### config.mk
export PLATFORM = sky130hd
export DESIGN_NAME = aud_pwm_driver
export DESIGN_NICKNAME = d
export VERILOG_FILES = /design/src/rtl/aud_pwm_driver.sv
export SDC_FILE = /design/constraint.sdc
export NUM_CORES = 1
export LEC_CHECK = 0
export ABC_CLOCK_PERIOD_IN_PS = 2700
export BUFFER_PORTS_ARGS = -buffer_cell sky130_fd_sc_hd__buf_4
export CORE_ASPECT_RATIO = 1.5
export CORE_UTILIZATION = 28
export DETAILED_ROUTE_END_ITERATION = 12
export PLACE_DENSITY = 0.54
export SYNTH_ARGS = -nofsm -noshare
export SYNTH_HDL_FRONTEND = slang
export SYNTH_SLANG_ARGS = --single-unit
### constraint.sdc
create_clock -name CLK100MHZ -period 2.7 [get_ports CLK100MHZ]
set_input_delay 0.405 -clock CLK100MHZ [delete_from_list [all_inputs] [get_ports CLK100MHZ]]
set_output_delay 0.405 -clock CLK100MHZ [all_outputs]
set_load 0.05 [all_outputs]
### src/rtl/aud_pwm_driver.sv
// Audio PWM driver with amplifier wake-up sequencing and frame-synchronous duty updates.
// Define AUD_FADE_EN to build the volume fade-out stage that runs when enable is dropped.
module aud_pwm_driver #(
  parameter int PWM_BITS    = 8,
  parameter int WAKE_CYCLES = 1000000,
  parameter int FADE_FRAMES = 256
) (
  input  logic       CLK100MHZ,
  input  logic       CPU_RESETN,
  input  logic       audio,
  input  logic       enable,
  input  logic [2:0] volume,
  output logic       AUD_PWM,
  output logic       AUD_SD,
  output logic       active
);

  localparam int                HALF_I      = 2 ** (PWM_BITS - 1);
  localparam logic [PWM_BITS:0] HALF        = HALF_I[PWM_BITS:0];
  localparam int                WAKE_W      = (WAKE_CYCLES > 1) ? $clog2(WAKE_CYCLES) : 1;
  localparam int                WAKE_LOAD_I = WAKE_CYCLES - 1;
  localparam logic [WAKE_W-1:0] WAKE_LOAD   = WAKE_LOAD_I[WAKE_W-1:0];

`ifdef AUD_FADE_EN
  localparam int                FADE_W      = (FADE_FRAMES > 1) ? $clog2(FADE_FRAMES) : 1;
  localparam int                FADE_LAST_I = FADE_FRAMES - 1;
  localparam logic [FADE_W-1:0] FADE_LAST   = FADE_LAST_I[FADE_W-1:0];

  typedef enum logic [1:0] {S_OFF, S_WAKE, S_RUN, S_FADE} state_t;
  logic [FADE_W-1:0] r_fade;
`else
  typedef enum logic [1:0] {S_OFF, S_WAKE, S_RUN} state_t;
`endif

  state_t              r_state;
  logic [PWM_BITS-1:0] r_cnt;
  logic [WAKE_W-1:0]   r_wake;
  logic                r_audio_q;
  logic [2:0]          r_vol_q;
  logic [2:0]          r_eff_vol;
  logic                r_pwm;
  logic                r_sd;
  logic                r_active;

  logic                w_frame_end;
  logic [PWM_BITS:0]   w_delta;
  logic [PWM_BITS:0]   w_duty;
  logic                w_hi;

  // Duty swings symmetrically around 50% in steps of 1/16 frame per volume level.
  assign w_frame_end = (r_cnt == '1);
  assign w_delta     = {{(PWM_BITS-2){1'b0}}, r_eff_vol} << (PWM_BITS - 4);
  assign w_duty      = r_audio_q ? (HALF + w_delta) : (HALF - w_delta);
  assign w_hi        = ({1'b0, r_cnt} < w_duty);

  // NOTE: sequential state uses non-blocking assignments so every register samples pre-edge values.
  always_ff @(posedge CLK100MHZ or negedge CPU_RESETN) begin
    if (!CPU_RESETN) begin
      r_cnt     <= '0;
      r_audio_q <= 1'b0;
      r_vol_q   <= '0;
    end else begin
      r_cnt <= r_cnt + 1'b1;
      if (w_frame_end) begin
        r_audio_q <= audio;
        r_vol_q   <= volume;
      end
    end
  end

  // Outputs default to "amplifier on, PWM follows compare"; any branch landing in OFF overrides them.
  always_ff @(posedge CLK100MHZ or negedge CPU_RESETN) begin
    if (!CPU_RESETN) begin
      r_state   <= S_OFF;
      r_wake    <= '0;
      r_eff_vol <= '0;
      r_pwm     <= 1'b0;
      r_sd      <= 1'b0;
      r_active  <= 1'b0;
`ifdef AUD_FADE_EN
      r_fade    <= '0;
`endif
    end else begin
      r_pwm    <= w_hi;
      r_sd     <= 1'b1;
      r_active <= 1'b0;
      case (r_state)
        S_OFF: begin
          r_eff_vol <= '0;
          if (enable) begin
            r_state <= S_WAKE;
            r_wake  <= WAKE_LOAD;
          end else begin
            r_pwm <= 1'b0;
            r_sd  <= 1'b0;
          end
        end
        S_WAKE: begin
          if (!enable) begin
            r_state <= S_OFF;
            r_pwm   <= 1'b0;
            r_sd    <= 1'b0;
          end else if (r_wake == '0) begin
            r_state  <= S_RUN;
            r_active <= 1'b1;
          end else begin
            r_wake <= r_wake - 1'b1;
          end
        end
        S_RUN: begin
          r_active <= 1'b1;
          if (w_frame_end) r_eff_vol <= r_vol_q;
`ifdef AUD_FADE_EN
          if (!enable) begin
            r_state  <= S_FADE;
            r_active <= 1'b0;
            r_fade   <= '0;
          end
`else
          if (!enable && w_frame_end) begin
            r_state   <= S_OFF;
            r_active  <= 1'b0;
            r_sd      <= 1'b0;
            r_pwm     <= 1'b0;
            r_eff_vol <= '0;
          end
`endif
        end
`ifdef AUD_FADE_EN
        S_FADE: begin
          if (enable) begin
            r_state  <= S_RUN;
            r_active <= 1'b1;
          end else if (w_frame_end) begin
            if (r_eff_vol == '0) begin
              r_state <= S_OFF;
              r_sd    <= 1'b0;
              r_pwm   <= 1'b0;
            end else if (r_fade == FADE_LAST) begin
              r_eff_vol <= r_eff_vol - 3'd1;
              r_fade    <= '0;
            end else begin
              r_fade <= r_fade + 1'b1;
            end
          end
        end
`endif
        default: begin
          r_state <= S_OFF;
          r_pwm   <= 1'b0;
          r_sd    <= 1'b0;
        end
      endcase
    end
  end

  assign AUD_PWM = r_pwm;
  assign AUD_SD  = r_sd;
  assign active  = r_active;

endmodule

==> metrics <==
worst clock skew 3.72 ps; CP required 2850 ps; fin area 2510 um^2; flop2flop setup slack 420 ps; first-pass GRT wire length 7430 um; number of routed nets with antenna violations 0; relative slew slack 62.4%; Filler cells 837; Reg clk slew, reported paths 60 ps; die span in y 111 um; Post-route DRC 0; HPWL after DPL 3240 um; Setup crit end r_wake[5]; Clk Latency, worst-skew pair 280 ps; Setup Fix Bufs, Post-CTS 0; top_reg_cell synth dfrtp_1; Antenna diodes 0; r2r endpoint r_wake[5]; CTS tree done; sequential area share after synthesis 45.5%; Post-Syn Area per Cell 10.1 um^2; CP cell instances inv_1 -> ha_1 -> o21ai_0 -> or4_1 -> o21bai_1 -> xor2_1 -> nand2_1; PwrDens 607 nW/um^2; Final Critical Period 2280 ps; crit path DAT 2430 ps; async set or reset register ratio after synthesis 100%; Clock Tree Buf Depth 2; final hold violation count 0; GRT Max-Usage Layer met2; RD Place Congestion 0.797; DR pass1 iterations 4; Yosys cell types 45; GR Util met3 2.19%; Post-Place Cells 323; Layout area overhead 13.9%; Vias per Instance 4.83; IO Port Bufs 9; Placed Area 2370 um^2; worst slew pin tran 564 ps; Sink Count 40; VDD IR max 454 uV; vias 1,594; Final Max Slew Viols 0; Register Area 1000 um^2; die area 8230 um^2; initial antenna violation count 0; vias in the first global route 1,614; Ports 10; Core Area 7610 um^2; fin crit share 84.5%; worst flop-to-flop path startpoint r_state[1]; Post-Syn Area 2200 um^2; CTS Buf Count 5; Yosys Warn Count 0; Setup TNS 0 ps; gr ovfl total 0; WL final 4410 um; #FFs+latches synth 40; DIE WIDTH 74.4 um; htree depth 2; status finished, final reports clean; RSZ-0062 raised after global routing false; Setup violations, final 0; WL/cell 13.4 um; Max-Cap Viols 0; R2R depth 7; clk root buf clkbuf_16; post-synth net total 236; Core Util, Final 32.9%; area occupied by multi-input gates 1140 um^2; Hold Path Class input port to asynchronous set/reset pin; Cells after Synth 218; slowest stage cell, crit path ha_1; CP startpoint r_state[1]; 1st-iter DRT viols 55; Starting Density 28.9%; startpoint types flip-flop; Setup crit end kind flip-flop; CP Max Fanout 16; met1 usage 13.4%; GRT Util Overall 11.7%; critical path class flip-flop to flip-flop; post-CTS sizing 0; GRT met2 Usage 20.2%; CP peak stage delay 510 ps; largest net degree at the start of global routing 41; Post-synth EDFFs 0; Non-Filler Instances 330; Rows 39; Leak 0.998 nW; share of cells above drive strength 1 14.0%; Final Net Count 246; Achievable Freq 0.438 GHz; Hold Buf Count CTS 0
==> logic make-up (layout without fill, tap and decap cells) <==
| family | count (synthesis) | after routing | share of synthesized area, % |
|---|---|---|---|
| and+or+nand+nor | 91 | 91 | 23.1 |
| DFF | 40 | 40 | 45.5 |
| AOI/OAI and AO/OA | 32 | 32 | 10.9 |
| xor gates and xnor gates | 21 | 21 | 8.36 |
| buffers and inverters | 17 | 27 | 2.90 |
| adders and majority gates | 11 | 11 | 6.25 |
| muxes | 6 | 6 | 3.01 |
==> layout make-up <==
type | count | share of cell area (%)
multi-input combinational | 161 | 45.3
sequential | 40 | 39.9
clock buffer | 6 | 5.14
tap | 102 | 5.09
timing repair buffer | 9 | 2.69
inverter | 11 | 1.65
clock inverter | 1 | 0.200
==> how the worst min path moves through the flow <==
stage               startpoint      endpoint  slack [ps]
floorplan           CPU_RESETN       AUD_PWM         110
global placement    CPU_RESETN    r_vol_q[0]         420
detailed placement  CPU_RESETN    r_vol_q[0]         430
CTS                 CPU_RESETN    r_vol_q[0]         130
global route        CPU_RESETN  r_eff_vol[1]         150
finish              CPU_RESETN    r_vol_q[1]          90
==> synth_stat cells (all sizes together) (2+ instances only) <==
master / instances / area (um^2)
a21oi: 3 / 15.0
ha: 11 / 138
nor4: 5 / 67.6
nand4: 11 / 68.8
a311oi: 3 / 26.3
nor2b: 2 / 12.5
mux2: 5 / 56.3
clkbuf: 5 / 18.8
dfrtp: 40 / 1000
nor3: 5 / 25.0
a22o: 3 / 26.3
o21ai: 10 / 50.0
nand2: 17 / 63.8
nand3: 10 / 50.1
and3: 4 / 25.0
xor2: 15 / 131
nor2: 23 / 91.3
o21bai: 2 / 18.8
and2: 2 / 12.5
or3: 3 / 20.0
o2111ai: 2 / 17.5
a2111oi: 2 / 30.0
o31ai: 2 / 15.0
xnor2: 6 / 52.6
inv: 11 / 41.3
and3b: 2 / 17.5
or4: 2 / 18.8
or2: 2 / 12.5
==> per-stage QoR <==
| stage | setup slack (ps) | total power [mW] | hold slack, ps |
|---|---|---|---|
| 2_1_floorplan | 753 | 0.885 | 109 |
| 3_3_place_gp | 522 | 0.973 | 419 |
| 3_5_place_dp | 439 | 0.974 | 428 |
| 4_1_cts | 426 | 1.54 | 126 |
| 5_1_grt | 247 | 1.60 | 147 |
| 6_report | 419 | 1.52 | 93.0 |
==> flip-flops by register name, summed over array words and instances (netlist names) <==
register and cells:
r_wake 20, r_audio_q 1, active 1, AUD_PWM 1, r_eff_vol 3, r_vol_q 3
AUD_SD 1, r_state 2, r_cnt 8
==> layout by cell type (no fill, tap or decap), drive strengths merged, types with 3 or more instances in the layout <==
cell / synthesis / routed
clkbuf: 5 / 6
or3: 3 / 3
nand4: 11 / 11
xor2: 15 / 15
mux2: 5 / 5
inv: 11 / 11
o21ai: 10 / 10
nor2: 23 / 23
a311oi: 3 / 3
xnor2: 6 / 6
dfrtp: 40 / 40
ha: 11 / 11
nand3: 10 / 10
and3: 4 / 4
nor4: 5 / 5
a21oi: 3 / 3
a22o: 3 / 3
nor3: 5 / 5
nand2: 17 / 17
buf: 1 / 9
==> worst max-delay path: cells and delay by family, from the launching register on <==
kind | cells | cell delay (ps)
compound gates | 2 | 440
xor+xnor | 1 | 150
fa+ha+maj | 1 | 510
buf+inv | 1 | 90
flops | 1 | 410
simple gates | 2 | 560
==> power by group <==
group          switching [mW]  internal, mW
Clock                   0.226         0.336
Combinational           0.210        0.0888
Sequential             0.0304         0.631
==> per-layer routing <==
layer / vias up / wire length [um]
li1: 796 / -
met1: 766 / 1870
met2: 22 / 2350
met3: 10 / 82
met4: 0 / 109
met5: - / 0
(Power assumes the default switching activity.)
